$ cat config.mk
export PLATFORM = sky130hd
export DESIGN_NAME = hazard_unit_flat
export DESIGN_NICKNAME = d
export VERILOG_FILES = /design/src/rtl/hazard_unit_pkg.sv /design/src/rtl/hazard_unit_if.sv /design/src/rtl/hazard_md_cnt.sv /design/src/rtl/hazard_unit.sv /design/src/flat_wrapper.sv
export SDC_FILE = /design/constraint.sdc
export NUM_CORES = 1
export LEC_CHECK = 0
export CAP_MARGIN = 40
export CORE_ASPECT_RATIO = 1.4
export CORE_MARGIN = 10
export CORE_UTILIZATION = 57
export DETAILED_ROUTE_END_ITERATION = 8
export DONT_BUFFER_PORTS = 1
export GPL_TIMING_DRIVEN = 0
export PLACE_DENSITY = 0.75
export SYNTH_ARGS = -nofsm -noshare
export SYNTH_HDL_FRONTEND = slang
export SYNTH_SLANG_ARGS = --single-unit
$ cat constraint.sdc
create_clock -name hazard_clk_D_i -period 2.6 [get_ports hazard_clk_D_i]
set_input_delay 0.65 -clock hazard_clk_D_i [delete_from_list [all_inputs] [get_ports hazard_clk_D_i]]
set_output_delay 0.65 -clock hazard_clk_D_i [all_outputs]
set_load 0.02 [all_outputs]
$ cat src/rtl/hazard_unit_pkg.sv
// Shared definitions for the P5 hazard controller: forwarding encodings,
// Tnew/Tuse constants, mult/div latencies, the shadow entry type and the
// small compare helpers used by the stall and forwarding logic.
package hazard_unit_pkg;

    // D-stage forwarding source encodings
    localparam logic [1:0] FWD_RF    = 2'd0;
    localparam logic [1:0] FWD_E     = 2'd1;
    localparam logic [1:0] FWD_M     = 2'd2;
    localparam logic [1:0] FWD_W     = 2'd3;

    // E-stage forwarding source encodings (E itself cannot be a source)
    localparam logic [1:0] EFWD_REG  = 2'd0;
    localparam logic [1:0] EFWD_M    = 2'd1;
    localparam logic [1:0] EFWD_W    = 2'd2;

    // Operand is not read by the D instruction
    localparam logic [1:0] TUSE_NONE = 2'd3;

    // Tnew values on entry to E
    localparam logic [1:0] TNEW_ALU  = 2'd1;
    localparam logic [1:0] TNEW_LOAD = 2'd2;

    // Busy cycles after a mult/div starts in E
    localparam logic [3:0] MULT_CYC_DEF = 4'd5;
    localparam logic [3:0] DIV_CYC_DEF  = 4'd10;

    typedef struct packed {
        logic [4:0] dst;
        logic [1:0] tnew;
    } shadow_t;

    // $0 is hard-wired, so it never takes part in a dependency
    function automatic logic reg_match(input logic [4:0] r, input logic [4:0] dst);
        return (r != 5'd0) && (r == dst);
    endfunction

    // Tnew one stage later, clamped at zero
    function automatic logic [1:0] tnew_dec(input logic [1:0] t);
        logic [1:0] res;
        if (t == 2'd0) res = 2'd0;
        else           res = t - 2'd1;
        return res;
    endfunction

    // Operand r is needed within tuse cycles but E or M cannot supply it in time
    function automatic logic data_stall(input logic [4:0] r, input logic [1:0] tuse,
                                        input shadow_t e, input shadow_t m);
        logic hit;
        if (tuse == TUSE_NONE) hit = 1'b0;
        else hit = (reg_match(r, e.dst) && (e.tnew > tuse)) ||
                   (reg_match(r, m.dst) && (m.tnew > tuse));
        return hit;
    endfunction

    // D-stage source: nearest matching stage wins; not-ready nearest match reads regfile
    function automatic logic [1:0] fwd_d_sel(input logic [4:0] r, input shadow_t e,
                                             input shadow_t m, input shadow_t w);
        logic [1:0] sel;
        if (reg_match(r, e.dst))      sel = (e.tnew == 2'd0) ? FWD_E : FWD_RF;
        else if (reg_match(r, m.dst)) sel = (m.tnew == 2'd0) ? FWD_M : FWD_RF;
        else if (reg_match(r, w.dst)) sel = (w.tnew == 2'd0) ? FWD_W : FWD_RF;
        else                          sel = FWD_RF;
        return sel;
    endfunction

    // E-stage source: M before W, valid only once the producer is ready
    function automatic logic [1:0] fwd_e_sel(input logic [4:0] r, input shadow_t m,
                                             input shadow_t w);
        logic [1:0] sel;
        if (reg_match(r, m.dst))      sel = (m.tnew == 2'd0) ? EFWD_M : EFWD_REG;
        else if (reg_match(r, w.dst)) sel = (w.tnew == 2'd0) ? EFWD_W : EFWD_REG;
        else                          sel = EFWD_REG;
        return sel;
    endfunction

endpackage

$ cat src/rtl/hazard_unit_if.sv
// Bundle between the P5 datapath/decoder (master) and the hazard unit (slave).
interface hazard_unit_if;

    logic [4:0] hazard_rs_D_i;
    logic [4:0] hazard_rt_D_i;
    logic [1:0] hazard_tuse_rs_D_i;
    logic [1:0] hazard_tuse_rt_D_i;
    logic [4:0] hazard_dst_D_i;
    logic [1:0] hazard_tnew_D_i;
    logic       hazard_md_D_i;
    logic       hazard_md_start_E_i;
    logic       hazard_md_div_E_i;

    logic       hazard_stall_D_o;
    logic       hazard_clr_E_o;
    logic [1:0] hazard_fwd_rs_D_o;
    logic [1:0] hazard_fwd_rt_D_o;
    logic [1:0] hazard_fwd_rs_E_o;
    logic [1:0] hazard_fwd_rt_E_o;
    logic       hazard_md_busy_o;

    modport master (
        output hazard_rs_D_i, hazard_rt_D_i, hazard_tuse_rs_D_i, hazard_tuse_rt_D_i,
               hazard_dst_D_i, hazard_tnew_D_i, hazard_md_D_i,
               hazard_md_start_E_i, hazard_md_div_E_i,
        input  hazard_stall_D_o, hazard_clr_E_o, hazard_fwd_rs_D_o, hazard_fwd_rt_D_o,
               hazard_fwd_rs_E_o, hazard_fwd_rt_E_o, hazard_md_busy_o
    );

    modport slave (
        input  hazard_rs_D_i, hazard_rt_D_i, hazard_tuse_rs_D_i, hazard_tuse_rt_D_i,
               hazard_dst_D_i, hazard_tnew_D_i, hazard_md_D_i,
               hazard_md_start_E_i, hazard_md_div_E_i,
        output hazard_stall_D_o, hazard_clr_E_o, hazard_fwd_rs_D_o, hazard_fwd_rt_D_o,
               hazard_fwd_rs_E_o, hazard_fwd_rt_E_o, hazard_md_busy_o
    );

endinterface

$ cat src/rtl/hazard_md_cnt.sv
// Mult/div busy counter: loads the operation latency when a mult/div starts
// in E with the counter idle, then counts down to zero. A start seen while
// busy is ignored; the D-stage stall keeps that from happening.
module hazard_md_cnt
    import hazard_unit_pkg::*;
#(
    parameter logic [3:0] MULT_CYC = MULT_CYC_DEF,
    parameter logic [3:0] DIV_CYC  = DIV_CYC_DEF
) (
    input  logic clk,
    input  logic rst,
    input  logic md_start,
    input  logic md_div,
    output logic md_busy
);

    logic [3:0] cnt_r;
    logic [3:0] cnt_nxt_s;

    // Next count: load on an idle start, otherwise decrement toward zero
    always_comb begin
        cnt_nxt_s = cnt_r;
        if (cnt_r == 4'd0) begin
            if (md_start) cnt_nxt_s = md_div ? DIV_CYC : MULT_CYC;
            else          cnt_nxt_s = 4'd0;
        end else begin
            cnt_nxt_s = cnt_r - 4'd1;
        end
    end

    // Counter register, cleared immediately on reset
    always_ff @(posedge clk or posedge rst) begin
        if (rst) cnt_r <= 4'd0;
        else     cnt_r <= cnt_nxt_s;
    end

    assign md_busy = (cnt_r != 4'd0);

endmodule

$ cat src/rtl/hazard_unit.sv
// P5 pipeline hazard controller. A shadow pipeline of {dst, tnew} for the
// instructions in E, M and W (plus rs/rt for E) drives the D-stage stall,
// the Ereg clear and the D/E forwarding selects. HI/LO instructions also
// stall while the mult/div unit is busy.
module hazard_unit
    import hazard_unit_pkg::*;
#(
    parameter logic [3:0] MULT_CYC = MULT_CYC_DEF,
    parameter logic [3:0] DIV_CYC  = DIV_CYC_DEF
) (
    input  logic         hazard_clk_D_i,
    input  logic         hazard_rst_D_i,
    hazard_unit_if.slave hz
);

    shadow_t    e_r;
    shadow_t    m_r;
    shadow_t    w_r;
    logic [4:0] e_rs_r;
    logic [4:0] e_rt_r;

    logic       stall_data_s;
    logic       stall_md_s;
    logic       stall_s;
    logic       md_busy_s;
    logic [1:0] fwd_rs_d_s;
    logic [1:0] fwd_rt_d_s;
    logic [1:0] fwd_rs_e_s;
    logic [1:0] fwd_rt_e_s;

    hazard_md_cnt #(
        .MULT_CYC (MULT_CYC),
        .DIV_CYC  (DIV_CYC)
    ) u_md_cnt (
        .clk      (hazard_clk_D_i),
        .rst      (hazard_rst_D_i),
        .md_start (hz.hazard_md_start_E_i),
        .md_div   (hz.hazard_md_div_E_i),
        .md_busy  (md_busy_s)
    );

    // Stall when an operand cannot be supplied in time or HI/LO is still being computed
    always_comb begin
        stall_data_s = data_stall(hz.hazard_rs_D_i, hz.hazard_tuse_rs_D_i, e_r, m_r) ||
                       data_stall(hz.hazard_rt_D_i, hz.hazard_tuse_rt_D_i, e_r, m_r);
        stall_md_s   = hz.hazard_md_D_i && (md_busy_s || hz.hazard_md_start_E_i);
        stall_s      = stall_data_s || stall_md_s;
    end

    // Forwarding selects for the D operands (E > M > W) and E operands (M > W)
    always_comb begin
        fwd_rs_d_s = fwd_d_sel(hz.hazard_rs_D_i, e_r, m_r, w_r);
        fwd_rt_d_s = fwd_d_sel(hz.hazard_rt_D_i, e_r, m_r, w_r);
        fwd_rs_e_s = fwd_e_sel(e_rs_r, m_r, w_r);
        fwd_rt_e_s = fwd_e_sel(e_rt_r, m_r, w_r);
    end

    // Shadow pipeline: advance every cycle, insert a bubble into E on stall
    always_ff @(posedge hazard_clk_D_i or posedge hazard_rst_D_i) begin
        if (hazard_rst_D_i) begin
            e_r    <= '{dst: 5'd0, tnew: 2'd0};
            m_r    <= '{dst: 5'd0, tnew: 2'd0};
            w_r    <= '{dst: 5'd0, tnew: 2'd0};
            e_rs_r <= 5'd0;
            e_rt_r <= 5'd0;
        end else begin
            w_r <= '{dst: m_r.dst, tnew: 2'd0};
            m_r <= '{dst: e_r.dst, tnew: tnew_dec(e_r.tnew)};
            if (stall_s) begin
                e_r    <= '{dst: 5'd0, tnew: 2'd0};
                e_rs_r <= 5'd0;
                e_rt_r <= 5'd0;
            end else begin
                e_r    <= '{dst: hz.hazard_dst_D_i, tnew: hz.hazard_tnew_D_i};
                e_rs_r <= hz.hazard_rs_D_i;
                e_rt_r <= hz.hazard_rt_D_i;
            end
        end
    end

    assign hz.hazard_stall_D_o  = stall_s;
    assign hz.hazard_clr_E_o    = stall_s;
    assign hz.hazard_fwd_rs_D_o = fwd_rs_d_s;
    assign hz.hazard_fwd_rt_D_o = fwd_rt_d_s;
    assign hz.hazard_fwd_rs_E_o = fwd_rs_e_s;
    assign hz.hazard_fwd_rt_E_o = fwd_rt_e_s;
    assign hz.hazard_md_busy_o  = md_busy_s;

endmodule

$ cat src/flat_wrapper.sv
// flat-port wrapper written by rule: the top's interface ports become plain ports
module hazard_unit_flat import hazard_unit_pkg::*;
#(
    parameter logic [3:0] MULT_CYC = MULT_CYC_DEF,
    parameter logic [3:0] DIV_CYC  = DIV_CYC_DEF
)
  (hazard_clk_D_i, hazard_rst_D_i, hz_hazard_rs_D_i, hz_hazard_rt_D_i, hz_hazard_tuse_rs_D_i, hz_hazard_tuse_rt_D_i, hz_hazard_dst_D_i, hz_hazard_tnew_D_i, hz_hazard_md_D_i, hz_hazard_md_start_E_i, hz_hazard_md_div_E_i, hz_hazard_stall_D_o, hz_hazard_clr_E_o, hz_hazard_fwd_rs_D_o, hz_hazard_fwd_rt_D_o, hz_hazard_fwd_rs_E_o, hz_hazard_fwd_rt_E_o, hz_hazard_md_busy_o);
  hazard_unit_if hz_i ();
  input  logic hazard_clk_D_i;
  input  logic hazard_rst_D_i;
  input wire logic [$bits(hz_i.hazard_rs_D_i)-1:0] hz_hazard_rs_D_i;
  input wire logic [$bits(hz_i.hazard_rt_D_i)-1:0] hz_hazard_rt_D_i;
  input wire logic [$bits(hz_i.hazard_tuse_rs_D_i)-1:0] hz_hazard_tuse_rs_D_i;
  input wire logic [$bits(hz_i.hazard_tuse_rt_D_i)-1:0] hz_hazard_tuse_rt_D_i;
  input wire logic [$bits(hz_i.hazard_dst_D_i)-1:0] hz_hazard_dst_D_i;
  input wire logic [$bits(hz_i.hazard_tnew_D_i)-1:0] hz_hazard_tnew_D_i;
  input wire logic [$bits(hz_i.hazard_md_D_i)-1:0] hz_hazard_md_D_i;
  input wire logic [$bits(hz_i.hazard_md_start_E_i)-1:0] hz_hazard_md_start_E_i;
  input wire logic [$bits(hz_i.hazard_md_div_E_i)-1:0] hz_hazard_md_div_E_i;
  output wire logic [$bits(hz_i.hazard_stall_D_o)-1:0] hz_hazard_stall_D_o;
  output wire logic [$bits(hz_i.hazard_clr_E_o)-1:0] hz_hazard_clr_E_o;
  output wire logic [$bits(hz_i.hazard_fwd_rs_D_o)-1:0] hz_hazard_fwd_rs_D_o;
  output wire logic [$bits(hz_i.hazard_fwd_rt_D_o)-1:0] hz_hazard_fwd_rt_D_o;
  output wire logic [$bits(hz_i.hazard_fwd_rs_E_o)-1:0] hz_hazard_fwd_rs_E_o;
  output wire logic [$bits(hz_i.hazard_fwd_rt_E_o)-1:0] hz_hazard_fwd_rt_E_o;
  output wire logic [$bits(hz_i.hazard_md_busy_o)-1:0] hz_hazard_md_busy_o;
  assign hz_i.hazard_rs_D_i = hz_hazard_rs_D_i;
  assign hz_i.hazard_rt_D_i = hz_hazard_rt_D_i;
  assign hz_i.hazard_tuse_rs_D_i = hz_hazard_tuse_rs_D_i;
  assign hz_i.hazard_tuse_rt_D_i = hz_hazard_tuse_rt_D_i;
  assign hz_i.hazard_dst_D_i = hz_hazard_dst_D_i;
  assign hz_i.hazard_tnew_D_i = hz_hazard_tnew_D_i;
  assign hz_i.hazard_md_D_i = hz_hazard_md_D_i;
  assign hz_i.hazard_md_start_E_i = hz_hazard_md_start_E_i;
  assign hz_i.hazard_md_div_E_i = hz_hazard_md_div_E_i;
  assign hz_hazard_stall_D_o = hz_i.hazard_stall_D_o;
  assign hz_hazard_clr_E_o = hz_i.hazard_clr_E_o;
  assign hz_hazard_fwd_rs_D_o = hz_i.hazard_fwd_rs_D_o;
  assign hz_hazard_fwd_rt_D_o = hz_i.hazard_fwd_rt_D_o;
  assign hz_hazard_fwd_rs_E_o = hz_i.hazard_fwd_rs_E_o;
  assign hz_hazard_fwd_rt_E_o = hz_i.hazard_fwd_rt_E_o;
  assign hz_hazard_md_busy_o = hz_i.hazard_md_busy_o;
  hazard_unit #(.MULT_CYC(MULT_CYC), .DIV_CYC(DIV_CYC)) u_core (.hazard_clk_D_i(hazard_clk_D_i), .hazard_rst_D_i(hazard_rst_D_i), .hz(hz_i));
endmodule
# After elaboration in Yosys (flattened, before gate mapping)
# Index checks and enable logic that the tools add are counted.
[totals]
in_bits = 26
reg_bits = 33
wordCells = 76
out_inout_bits = 11
[classes]
n_eq_ne = 12
reduce_logical = 28
addsub = 2
muxes = 22
n_lt_le_gt_ge = 4
[ops]
columns = ["op", "n"]
rows = [
  ["equality test 5 bit", 10],
  ["two-way mux 2 bit", 12],
  ["nonzero test 5 bit", 4],
  ["logical AND 1 bit", 15],
  ["two-way mux 4 bit", 3],
  ["two-way mux 5 bit", 2],
  ["greater-than comparator 2 bit", 4],
  ["two-way mux 7 bit", 1],
  ["logical OR 1 bit", 5],
  ["equality test 2 bit, second input constant", 2],
  ["zero test 2 bit", 2],
  ["zero test 4 bit", 1],
  ["two-way mux 1 bit", 4],
  ["nonzero test 4 bit", 1],
  ["subtractor 4 x 1 -> 4 bit, second input constant", 1],
  ["subtractor 2 x 1 -> 2 bit, second input constant", 1],
]

# Depth between registers and ports, before layout
[depth]
depth_word = 8
mapped_depth = 9
depth_no_buf = 7

# By module
# From an unflattened synthesis, not the netlist that was laid out.
[hier_totals]
hier_cells = 222
area_unflattened_um2 = 2064.5
[by_module_without_submodules]
columns = ["mod", "cells_each", "n_inst", "area_per_inst_um2", "seq_area_each_um2"]
rows = [
  ["hazard_unit", 199, 1, 1848.0, 725.7],
  ["hazard_md_cnt", 23, 1, 216.5, 100.1],
]

# Worst setup path after synthesis
# No wires, ideal clock.
[synth_path]
path_type = "input -> output"
from = "in hz_hazard_rt_D_i[0]"
to = "out hz_hazard_stall_D_o"
arrival_time_ps = 2276
slack_ps = -326
t_required_ps = 1950
cell_stages = 7
n_path_buf = 2
path_cell_list = "or4_4 > o211ai_2 > a2111oi_2 > a2bb2oi_2 > buf_6 > nand3b_1 > buf_4"
[synth_via]
elab_chain_cells = 7
word_cells_on_any_way = 11
cone_classes = "2 x eq/ne; 1 x mux; 8 x reduce/logical"
[synth_rtl]
columns = ["element", "line_no", "text"]
rows = [
  ["start, declared", "flat_wrapper.sv:12", "input wire logic [$bits(hz_i.hazard_rt_D_i)-1:0] hz_hazard_rt_D_i;"],
  ["equality test 5 bit or nonzero test 5 bit (tied branches)", "hazard_unit_pkg.sv:35", "return (r != 5'd0) && (r == dst);"],
  ["logical AND 1 bit", "hazard_unit_pkg.sv:35", ""],
  ["logical AND 1 bit, on equally long branches", "hazard_unit_pkg.sv:51, hazard_unit_pkg.sv:52", ""],
  ["logical OR 1 bit *", "hazard_unit_pkg.sv:51", "else hit = (reg_match(r, e.dst) && (e.tnew > tuse)) ||"],
  ["two-way mux 1 bit *", "hazard_unit_pkg.sv:50", "if (tuse == TUSE_NONE) hit = 1'b0;"],
  ["logical OR 1 bit *", "hazard_unit.sv:44", "stall_data_s = data_stall(hz.hazard_rs_D_i, hz.hazard_tuse_rs_D_i, e_r, m_r) ||"],
  ["logical OR 1 bit *", "hazard_unit.sv:47", "stall_s = stall_data_s || stall_md_s;"],
  ["end, declared", "flat_wrapper.sv:20", "output wire logic [$bits(hz_i.hazard_stall_D_o)-1:0] hz_hazard_stall_D_o;"],
]
# Mark *: on every way between the ends. The rest lies on a longest branch, timed or not.

# Worst setup path after layout
# Ends and elaborated chain as after synthesis.

==> results.py <==
metrics = {
    "yosys": {
        "netlist_top_cells_count": "dfrtp_1 (33), xnor2_1 (25), xor2_1 (25), inv_1 (13), nor2_1 (10)",
        "async_reset_ff_share_pct": 100,
        "synth_compound_area_share_pct": 8.02,
        "synthMuxAreaShare_pct": 2.01,
        "synth.most_common_cell": "dfrtp_1",
        "syn_inst": 199,
        "yosys-top-cells-area": "dfrtp_1 (39%), xnor2_1 (10%), xor2_1 (10%)",
        "avgSynthCellArea_um2": 10.7,
        "yosysTopAreaCell": "dfrtp_1",
        "synth_top_area_share_pct": 38.9,
        "yosys_warnings": 0,
        "syn-num-nets": 234,
        "synth.cell_area_mm2": 0.00212,
        "synth_xor_area_share_pct": 20.6,
        "synth_edf_count": 0,
        "synth_top_family_by_area": "simple AND/OR/NAND/NOR gates",
        "synth_cell_types": 40,
        "synthAdderAreaFrac_pct": 5.31,
        "yosysSeqAreaShare_pct": 38.9,
        "ys_ff_latch": 33,
        "synthSimpleGateAreaFrac_pct": 21.1,
        "ys.flop_type": "dfrtp_1",
    },
    "sta": {
        "setup_viol": 5,
        "clock.fmax_mhz": 332,
        "hold_ws_ns": 0.345,
        "max_slew_margin_pct": 55.8,
        "slew_violations": 0,
        "period_share_pct": 116,
        "hold_viol": 0,
        "tightest_slew_ns": 0.662,
        "finClkSkew_ns": 0.00995,
        "period_needed_ns": 3.01,
        "rsz0062_at_grt": "true",
        "setup_slack_ns": -0.413,
    },
    "layout": {
        "diodes": 0,
        "fill_cells": 232,
        "drive_above_1_share_pct": 38.5,
        "area_growth_syn_to_layout_pct": 30.0,
        "nets": 266,
        "stdcell_count": 273,
    },
    "worst_setup_path": {
        "r2r_slack_ns": 0.51,
        "critPathArrivalTime_ns": 2.36,
        "worstReg2RegEnd": "u_core.e_r[1]$_DFF_PP0_",
        "crit_required_ns": 1.95,
        "reg2reg_depth": 6,
        "crit_fanout": 5,
        "timing.rr.start": "u_core.m_r[1]$_DFF_PP0_",
        "path_class": "input port to primary output",
        "critPathCaptureType": "primary output",
        "start_kind": "input port",
    },
    "drt": {
        "vias": 1682,
        "drc": 0,
        "vias_per_cell": 6.16,
        "wl_um": 6150,
        "ant_nets": 0,
        "drt_iter0_drc": 85,
        "wl_per_cell_um": 22.5,
        "drt_pass1_iterations": 5,
    },
    "clock_tree": {
        "worst_skew_pair.late_latency_ns": 0.28,
        "cts_inserted_buffers": 5,
        "cts-root-buf": "clkbuf_8",
        "clkTransAtPathRegs_ns": 0.07,
        "clock_path_buffers": 2,
        "clock-sinks": 33,
        "cts_tree": "built",
        "h-tree-depth": 2,
    },
    "job": {
        "maxCapViolations": 0,
    },
    "die": {
        "start_util_pct": 58.7,
        "die_w_um": 71.6,
        "die_y_um": 92.2,
        "die_area_mm2": 0.00660,
        "num_rows": 26,
        "io_pins": 37,
        "fp.coreArea_mm2": 0.00361,
    },
    "grt": {
        "grt-ovfl-total": 0,
        "grt_util_all_layers_pct": 15.9,
        "grt_pass1_vias": 1725,
        "grt_max_degree": 19,
        "grt_pass1_wl_um": 8340,
        "antenna_found_initial": 0,
    },
    "power_and_ir_drop": {
        "pwr-share-comb_pct": 37.4,
        "power_frac_seq_pct": 40.9,
        "p_int_w": 0.00114,
        "p_leak_nw": 1.21,
        "net-switching-power_w": 0.000627,
        "ir_drop_uv": 458,
        "p_clk_share_pct": 21.7,
        "switching_share_pct": 35.5,
        "p_per_area_mw_per_mm2": 642,
    },
    "place": {
        "dp_hpwl_um": 4000,
        "place_inst": 242,
        "io_buffer_count": 0,
        "gp_congestion": 0.864,
    },
    "hold_path": {
        "min-delay-path-class": "input port to async pin",
    },
    "run_status": {
        "status": "complete, but fails checks",
        "violations": "setup timing",
    },
}
## critical path, cell delays in order
cell and delay (ns):
or4_4 0.58, o211ai_4 0.28, a2111oi_4 0.08, a2bb2oi_4 0.21
nand3b_1 0.32, buf_6 0.23
## registers in the layout, summed over array words and instances (netlist names)
name,flops
u_core.e_rt_r,5
u_core.e_r,7
u_core.m_r,7
u_core.e_rs_r,5
u_core.w_r,5
u_core.u_md_cnt.cnt_r,4
## cell usage in the layout (no fill, tap or decap), drive strengths merged, types with 3 or more instances in the layout
cell / synthesis / final
a21oi: 4 / 4
and4b: 17 / 17
buf: 4 / 29
clkbuf: 1 / 6
dfrtp: 33 / 33
ha: 9 / 9
inv: 13 / 13
nand2: 4 / 4
nand3: 6 / 6
nor2: 11 / 11
nor2b: 3 / 3
nor3: 9 / 9
nor4: 4 / 4
o211ai: 4 / 4
o21ai: 4 / 4
xnor2: 25 / 25
xor2: 25 / 25
## layout make-up
class                           instances  area [µm²]  share of cell area, %
Timing Repair Buffer                   26         223                   8.08
Multi-Input combinational cell        149        1470                   53.2
Clock inverter                          1        7.51                  0.272
Clock buffer                            6        82.6                   3.00
Tap cell                               42        52.6                   1.91
Buffer                                  3        42.5                   1.54
Inverter                               13        48.8                   1.77
Sequential cell                        33         835                   30.3
## power by group through the flow
stage                     logic (W)  clock network [W]  registers (W)
final                      0.000662           0.000385       0.000723
after global routing       0.000723           0.000420       0.000731
after CTS                  0.000491           0.000388       0.000718
after detailed placement   0.000447                  0       0.000719
after global placement     0.000416                  0       0.000713
after floorplan            0.000371                  0       0.000687
## kinds of logic (layout without fill, tap and decap cells)
group           count (synthesis)  count (layout)
xor+xnor                       50              50
compound gates                 21              22
simple gates                   64              64
flops                          33              33
buf+inv                        18              49
fa+ha+maj                       9               9
mux                             4               4
## worst max path at each step
stage / from / end / slack, ns / depth (start not counted)
5_1_grt: hz_hazard_tuse_rt_D_i[1] / hz_hazard_stall_D_o / -0.46 / 7
4_1_cts: hz_hazard_rt_D_i[4] / hz_hazard_stall_D_o / -0.53 / 8
2_1_floorplan: hz_hazard_rt_D_i[0] / hz_hazard_stall_D_o / -0.31 / 7
3_3_place_gp: u_core.u_md_cnt.cnt_r[0]$_DFF_PP0_ / hz_hazard_stall_D_o / -0.58 / 9
3_5_place_dp: u_core.u_md_cnt.cnt_r[0]$_DFF_PP0_ / hz_hazard_stall_D_o / -0.67 / 9
6_report: hz_hazard_rt_D_i[0] / hz_hazard_stall_D_o / -0.41 / 6
## metal layers
layer  vias to the layer above  wire length, µm  global-route usage [%]
met5                         -                0                       0
met4                         0              168                    8.58
met3                        17              402                    5.61
met2                        65             3390                    29.1
met1                       821             2190                    14.8
li1                        779                -                       -
## through the flow
stage                     utilization (%)  instance area (µm²)  power (W)  worst slack [ns]  setup TNS (ns)
final                                76.3                 2760    0.00177            -0.413          -0.963
after global routing                 76.3                 2760    0.00187            -0.464           -1.19
after detailed placement             61.1                 2200    0.00117            -0.667           -1.20
after floorplan                         -                 2120    0.00106            -0.315          -0.437
after global placement               60.3                 2180    0.00113            -0.578           -1.04
after CTS                            66.4                 2400    0.00160            -0.532          -0.844
## what timing repair did
| item | in CTS | in global routing |
|---|---|---|
| endpoints found under the hold margin | 0 | 0 |
| gates cloned | 0 | 1 |
| resized for setup | 19 | 36 |
| setup buffers | 2 | 24 |
| pin swaps | 3 | 14 |
| endpoints found under the setup margin | 5 | 6 |
| hold buffers | 0 | 0 |
(Power assumes the default switching activity.)
==> variant (same flow settings) <==
Reset style: synchronous (`hazard_rst_D_i` and `rst`), changed in 2 clocked blocks.
--- a/src/rtl/hazard_md_cnt.sv
+++ b/src/rtl/hazard_md_cnt.sv
@@ -29,7 +29,7 @@
     end
 
     // Counter register, cleared immediately on reset
-    always_ff @(posedge clk or posedge rst) begin
+    always_ff @(posedge clk) begin
         if (rst) cnt_r <= 4'd0;
         else     cnt_r <= cnt_nxt_s;
     end
--- a/src/rtl/hazard_unit.sv
+++ b/src/rtl/hazard_unit.sv
@@ -56,7 +56,7 @@
     end
 
     // Shadow pipeline: advance every cycle, insert a bubble into E on stall
-    always_ff @(posedge hazard_clk_D_i or posedge hazard_rst_D_i) begin
+    always_ff @(posedge hazard_clk_D_i) begin
         if (hazard_rst_D_i) begin
             e_r    <= '{dst: 5'd0, tnew: 2'd0};
             m_r    <= '{dst: 5'd0, tnew: 2'd0};
Behaviour: differs if hazard_rst_D_i is asserted again (counterexample within 4 cycles, from zero or initial values and one cycle with hazard_rst_D_i high); with hazard_rst_D_i held inactive, the same outputs for 10 cycles.
==> variant against the original RTL <==
  * The flow still finishes with violations (negative setup slack)
  * Area after synthesis is 1.4% lower
  * Wire length is 20% lower
  * Count of clock-buffer cells in the layout stayed put
  * Sequential cell count stayed put
  * Design area is 13% lower
  * Total power is 5.6% lower
  * Synthesized cell count is 14% higher
  * Setup slack better by 0.19 ns
  * Largest cell class unchanged
==> variant: results (changes against the original RTL) <==
- Among all flip-flop cells after synthesis, the most frequent one is sky130_fd_sc_hd__dfxtp_1.
- The share of async-settable or async-resettable flops after synthesis is 0% (-100 points).
- The count of cell types in the netlist is 38 (-5.0%).
- The post-route worst setup slack is -0.227 ns (+0.186 ns).
- The largest stage delay on the critical path is 0.55 ns (-0.03 ns).
- The final reports fail on negative setup slack.
- The peak ir drop on the vdd network is 0.610 mV (+33%).
- The data arrival time at the worst-slack endpoint is 2.18 ns (-0.18 ns).
- The startpoint of the worst-slack reg-to-reg timing path is u_core.u_md_cnt.cnt_r[0].
- The final HPWL from detailed placement was 3660 microns (-8.6%).
- The worst hold slack after final layout is 0.432 ns (+0.0868 ns).
- The maximum number of pins on one net before global-route repair is 11 (-8).
- The setup skew after layout came to 0.0112 ns (+0.00129 ns).
- The via count of the first global-routing pass is 1668 (-3.3%).
- The post-CTS repair timing setup buffer count came to 3 (+1).
- The weighted congestion reported at the end of routability-driven placement is 0.878 (+1.5%).
- The number of design-rule violations left by the first detailed-router iteration was 66 (-22%).
- The flow ran to the end, but the final reports show violations.
- The cell area after placement is 2170 sq um (-1.5%).
- The overall via count from detail_route was 1590 (-5.5%).
- The cell count after synthesis was 227 (+14%).
- The sequential element share of the synthesized area was 31.6% (-7.4 points).
- The setup total negative slack came to -0.323 ns (+0.640 ns).
- The worst setup slack before clock tree synthesis was -0.331 ns (+0.336 ns).
- The net count of the mapped netlist came to 263 (+12%).
- The length in cells of the worst reg-to-reg path is 10 (+4).
- The commonest cells after synthesis are sky130_fd_sc_hd__dfxtp_1, sky130_fd_sc_hd__xor2_1, sky130_fd_sc_hd__xnor2_1.
- The final net count is 273 (+2.6%).
- The number of detailed-routing iterations run before antenna repair was 4 (-1).
- The internal power is 1090 uW (-4.5%).
- The post-cts resize count came to 15 (-4).
- Yosys attributes the largest share of cell area to sky130_fd_sc_hd__dfxtp_1, sky130_fd_sc_hd__xor2_1, sky130_fd_sc_hd__xnor2_1, sky130_fd_sc_hd__ha_1, sky130_fd_sc_hd__nor2b_1.
- The all-layer global routing usage was 15.0% (-0.91 points).
- The top fanout value on the critical path is 8 (+3).
- In this run the worst hold path is classified as reg -> reg.
- The global-route wire length before repair is 8000 microns (-4.0%).
- The post-detailed-route via-to-cell ratio was 5.68 (-7.8%).
- The static leakage is 0.000980 uW (-19%).
- The final count of negative-setup-slack endpoints came to 3 (-2).
-- variant: changes by cell type in the layout (fill, tap and decap cells not counted), sizes merged, moves of 3 or more --
cell    unedited run  this run
a21oi              4         7
and4b             17         0
buf               29        14
clkbuf             6        10
dfrtp             33         0
dfxtp              0        33
inv               13        17
nor2b              3        15
nor4               4        12
nor4b              0        10
o211ai             4         1
-- variant: cell type report --
class / instances / area, sq um
Timing Repair Buffer: 8 / 63.8
Clock buffer: 6 / 72.6
Inverter: 17 / 63.8
Multi-Input combinational cell: 162 / 1390
Fill cell: 290 / 1220
Tap cell: 42 / 52.6
Sequential cell: 33 / 664
Clock inverter: 2 / 10.0
Buffer: 10 / 80.1
-- variant: power by group through the flow --
stage | Combinational, uW | Clock (uW) | Sequential, uW
global placement | 524 | 0 | 646
global route | 729 | 391 | 661
detailed placement | 535 | 0 | 648
floorplan | 462 | 0 | 630
CTS | 613 | 366 | 646
finish | 659 | 361 | 651
-- variant: worst max-delay path: cells and delay by family --
family	cells	cell delay, ns
compound gates	1	0.22
buf+inv	2	0.27
simple gates	4	1.03
-- variant: cell families (layout without fill, tap and decap cells) --
family / after synthesis / after routing / share of synthesized area (%)
and+or+nand+nor: 79 / 79 / 26.0
xor gates and xnor gates: 50 / 50 / 20.9
DFF: 33 / 33 / 31.6
buffers and inverters: 32 / 43 / 7.36
AOI/OAI and AO/OA: 19 / 19 / 6.10
adders and majority gates: 10 / 10 / 5.98
muxes: 4 / 4 / 2.03
-- variant: per-layer routing --
metal  track usage [%]  up-vias  routed length, microns
li1                  -      797                       -
met1              15.7      747                    1910
met2              26.5       42                    2630
met3              5.29        4                     330
met4              5.50        0                      46
met5                 0        -                       0
